===== src/rtl/pscb_cfg_loader.sv =====
// Configuration loader for the PSCB pass-generation tree.
// Streams WORD_W-bit words into a staging image and commits the whole image
// atomically to the active outputs once the network is no longer held busy.
module pscb_cfg_loader #(
  parameter int unsigned INPUTS = 128,
  parameter int unsigned DATA_W = 8,
  parameter int unsigned WORD_W = 32,
  localparam int unsigned NODES  = INPUTS / 2,
  localparam int unsigned STAGES = $clog2(INPUTS),
  localparam int unsigned CFG_W  = NODES * STAGES,
  localparam int unsigned WORDS  = (CFG_W + WORD_W - 1) / WORD_W,
  localparam int unsigned CNT_W  = (WORDS > 1) ? $clog2(WORDS) : 1
) (
  input  logic              i_clk,
  input  logic              i_rst_n,
  input  logic              i_start,
  input  logic [DATA_W-1:0] i_pass_start,
  input  logic              i_valid,
  input  logic [WORD_W-1:0] i_word,
  output logic              o_ready,
  input  logic              i_abort,
  input  logic              i_hold,
  output logic [CFG_W-1:0]  o_scb,
  output logic [DATA_W-1:0] o_pass_start,
  output logic              o_cfg_valid,
  output logic              o_busy,
  output logic              o_err
);

  localparam logic [CNT_W-1:0] LastCnt = CNT_W'(WORDS - 1);

  typedef enum logic [1:0] {
    StIdle,
    StLoad,
    StPend
  } state_e;

  state_e             state_q;
  logic [CNT_W-1:0]   cnt_q;
  logic [CFG_W-1:0]   stg_q, stg_d;
  logic [DATA_W-1:0]  idx_q, idx_d;

  logic start_ok;
  logic start_acc;
  logic word_acc;

  // Index must address a real network input; wider encodings are rejected.
  assign start_ok  = 32'(i_pass_start) < INPUTS;
  assign start_acc = (state_q == StIdle) && i_start && start_ok;
  // Abort wins over a word offered in the same cycle.
  assign word_acc  = (state_q == StLoad) && i_valid && !i_abort;

  assign o_ready = (state_q == StLoad);
  assign o_busy  = (state_q != StIdle);

  // Staging next-state: capture index on start, write the addressed word slice.
  // Only bits below CFG_W exist, so the tail of an oversized final word is dropped.
  always_comb begin
    stg_d = stg_q;
    idx_d = idx_q;
    if (start_acc) begin
      idx_d = i_pass_start;
    end
    if (word_acc) begin
      for (int b = 0; b < int'(CFG_W); b++) begin
        if (cnt_q == CNT_W'(b / int'(WORD_W))) begin
          stg_d[b] = i_word[b % int'(WORD_W)];
        end
      end
    end
  end

  // Staging storage is deliberately not reset; it is only observed after a full load.
  always_ff @(posedge i_clk) begin
    stg_q <= stg_d;
    idx_q <= idx_d;
  end

  // Control FSM with registered active outputs and status pulses.
  always_ff @(posedge i_clk or negedge i_rst_n) begin
    if (!i_rst_n) begin
      state_q      <= StIdle;
      cnt_q        <= '0;
      o_scb        <= '0;
      o_pass_start <= '0;
      o_cfg_valid  <= 1'b0;
      o_err        <= 1'b0;
    end else begin
      o_cfg_valid <= 1'b0;
      o_err       <= 1'b0;
      unique case (state_q)
        StIdle: begin
          if (i_start) begin
            if (start_ok) begin
              cnt_q   <= '0;
              state_q <= StLoad;
            end else begin
              o_err <= 1'b1;
            end
          end
        end
        StLoad: begin
          if (i_abort) begin
            cnt_q   <= '0;
            state_q <= StIdle;
          end else if (i_valid) begin
            // Counter saturates at the last word instead of wrapping.
            if (cnt_q == LastCnt) begin
              state_q <= StPend;
            end else begin
              cnt_q <= cnt_q + CNT_W'(1);
            end
          end
        end
        StPend: begin
          if (i_abort) begin
            cnt_q   <= '0;
            state_q <= StIdle;
          end else if (!i_hold) begin
            o_scb        <= stg_q;
            o_pass_start <= idx_q;
            o_cfg_valid  <= 1'b1;
            cnt_q        <= '0;
            state_q      <= StIdle;
          end
        end
        default: begin
          cnt_q   <= '0;
          state_q <= StIdle;
        end
      endcase
    end
  end

endmodule


===== config.mk =====
export PLATFORM = sky130hd
export DESIGN_NAME = pscb_cfg_loader
export DESIGN_NICKNAME = d
export VERILOG_FILES = /design/src/rtl/pscb_cfg_loader.sv
export SDC_FILE = /design/constraint.sdc
export NUM_CORES = 1
export LEC_CHECK = 0
export ABC_AREA = 1
export CAP_MARGIN = 20
export CORE_MARGIN = 2
export CORE_UTILIZATION = 57
export DETAILED_ROUTE_END_ITERATION = 16
export GPL_TIMING_DRIVEN = 0
export HOLD_SLACK_MARGIN = 0.12
export PLACE_DENSITY_LB_ADDON = 0.25
export SLEW_MARGIN = 20
export SYNTH_ARGS = -nofsm -noshare
export SYNTH_HDL_FRONTEND = slang
export SYNTH_SLANG_ARGS = --single-unit

===== constraint.sdc =====
create_clock -name i_clk -period 11.4 [get_ports i_clk]
set_input_delay 2.28 -clock i_clk [delete_from_list [all_inputs] [get_ports i_clk]]
set_output_delay 2.28 -clock i_clk [all_outputs]
set_load 0.005 [all_outputs]

==> results.toml <==
[run_status]
status = "finished, final reports clean"

[critical_path]
endpoint_kind = "flop"
ff2ff_path_depth = 8
max_stage_delay_ns = 0.65
reg2reg_from = "state_q[1]"
cpMaxStageDelayCell = "nor3_2"
r2r_slack_ns = 8.43
worst-endpoint-required_ns = 11.73
crit_chain = "clkdlybuf4s50_1 -> nor2_1 -> nand2_1 -> nor3_2 -> buf_4 -> buf_4 -> buf_4"
cpMostUsedCell = "buf_4"
critical_path_class = "primary input to flop"
reg2reg_to = "stg_q[107]"
crit_path_start_kind = "primary input"
crit_fanout = 10
crit_arrival_ns = 4.83

[hold_path]
worstHoldPathCells = 2
hp-start = "stg_q[150]"
whs_endpoint = "o_scb[150]"
hold_path_class = "flop to flop"

[global_routing]
grt_busiest_layer = "met2"
grt_overflow_total = 0
grt_max_degree = 95
antenna_found_initial = 0
grt.met2_usage_pct = 53.4
grt_use_met1_pct = 43.1
grt_pass1_vias = 21820
grt_usage_pct = 33.1
grtUsageMet3_pct = 8.37
grt_pass1_wl_mm = 136

[cts]
cts_root_buffer = "clkbuf_16"
clock-sinks = 920
cts_tree = "built"
hold_buffers = 0
htreeDepth = 3
clkLatencyLatePin_ns = 0.64
cts_buffers = 88
clkTransAtPathRegs_ns = 0.06
ctsResizeCount = 0
post_cts_buffers = 0
cts_buffer_depth = 3

[sta]
tns_ns = 0
maxSlewHeadroom_pct = 37.4
tightestPinTransition_ns = 0.936
period_needed_ns = 4.50
setup_viol = 0
hold_ws_ns = 0.436
hold_viol_final = 0
period_share_pct = 39.5
rsz0062_at_grt = "false"
fin_worst_skew_ns = 0.0156
finalMaxSlewViolations = 0
fmax_ghz = 0.222

[die]
pin_count = 506
die_w_um = 239
rows = 85
dieArea_mm2 = 0.0569
fp.coreArea_mm2 = 0.0541
start_util_pct = 58.0
die_h_um = 239

[route]
wire_per_inst_um = 24.0
num_vias = 21168
dr.pass1.iters = 5
drtIter0Drc = 2213
antenna_left = 0
totalWireLength_mm = 93.3
drc = 0
via_per_inst = 5.44

[yosys]
ys_seq_area_share_pct = 80.7
synth_area_mm2 = 0.0314
synth_area_per_cell_um2 = 12.7
synth_fp_nets = 2525
syn_inst = 2475
ys_types = 18
yosys_warnings = 0
synth-seq-cells = 920

[final_layout]
insertedDiodeCount = 0
final_common_cell = "nand2_1"
syn_to_final_growth_pct = 30.4
layout-drive-gt1-share_pct = 9.79
fin_nets = 3173
mostFrequentLayoutCells = "nand2_1 (1390), clkdlybuf4s50_1 (504), dfrtp_1 (464)"

[placed_design]
port_buffers = 505
detailed_place_hpwl_mm = 62.6
gp_congestion = 0.841

[power]
ir_worst_vdd_uv = 181
cellLeakagePower_nw = 18.2
power_density_mw_per_mm2 = 249

[job]
cap_violations = 0
==> power breakdown <==
part / switching (mW) / internal (mW) / leakage [nW]
clock network: 1.23 / 1.73 / 1.47
registers: 0.480 / 4.20 / 10.2
logic: 1.11 / 1.45 / 6.57
==> synth_stat cells <==
cell type,n,area [µm²]
nor3b_1,1,7.51
dfrtp_1,464,11600
nand2_1,1390,5220
buf_4,9,67.6
edfxtp_1,456,13700
nand4_1,1,6.26
xnor2_1,1,8.76
nand2_2,1,6.26
a21oi_1,2,10.0
nor3_1,10,50.1
buf_2,92,460
nand3_2,1,10.0
ha_1,4,50.1
inv_2,4,15.0
o21ai_0,1,5.00
inv_1,12,45.0
nand3_1,8,40.0
nor2_1,18,67.6
==> per-stage QoR <==
| step | utilization [%] | total power [mW] | cell area [µm²] | std cells | worst slack, ns |
|---|---|---|---|---|---|
| 3_5_place_dp | 70.1 | 7.22 | 37900 | 3729 | 6.30 |
| 3_3_place_gp | 68.9 | 7.13 | 37300 | 3676 | -12.51 |
| 6_report | 75.6 | 10.2 | 40900 | 3894 | 6.90 |
| 4_1_cts | 75.6 | 10.2 | 40900 | 3894 | 6.97 |
| 5_1_grt | 75.6 | 10.6 | 40900 | 3894 | 6.81 |
| 2_1_floorplan | - | 5.29 | 31400 | 2475 | 6.01 |
==> how the worst max path moves through the flow <==
stage | from | to | slack [ns] | depth (start not counted)
after floorplan | i_abort | stg_q[100] | 6.01 | 3
after detailed placement | i_abort | stg_q[107] | 6.30 | 7
final | i_abort | stg_q[107] | 6.90 | 7
after CTS | i_abort | stg_q[107] | 6.97 | 7
after global placement | i_rst_n | o_scb[103] | -12.51 | 1
after global routing | i_abort | stg_q[107] | 6.81 | 7
==> routing by layer <==
metal	part of all wire (%)	wire length [µm]	vias to the layer above
met2	48	45000	1143
met5	0	0	-
met4	4.4	4100	0
li1	-	-	9231
met1	38	35000	10584
met3	9.8	9120	210
==> logic make-up (layout without fill, tap and decap cells) <==
| logic type | Yosys count | in the layout | synth area share [%] |
|---|---|---|---|
| flops | 920 | 920 | 80.7 |
| xor+xnor | 1 | 1 | 0.0279 |
| simple gates | 1430 | 1430 | 17.2 |
| buf+inv | 117 | 840 | 1.87 |
| compound gates | 3 | 3 | 0.0478 |
| fa+ha+maj | 4 | 4 | 0.160 |
==> registers in the layout, indices dropped and copies added, names as in the netlist <==
name,flops
cnt_q,4
idx_q,8
o_cfg_valid,1
o_err,1
o_pass_start,8
o_scb,448
state_q,2
stg_q,448
==> worst max-delay path: cells and delay by family <==
family / cells / cell delay [ns]
AND/OR/NAND/NOR: 3 / 1.32
buffers and inverters: 4 / 1.21
==> area by class of cell <==
type / instances / area (µm²)
buffer: 101 / 528
tap: 696 / 871
inverter: 16 / 60.1
sequential: 920 / 25300
multi-input combinational: 1438 / 5560
clock buffer: 131 / 2660
timing repair buffer: 558 / 5630
fill: 3173 / 13200
clock inverter: 34 / 299
Note: power is estimated with default switching activity, not from simulation.
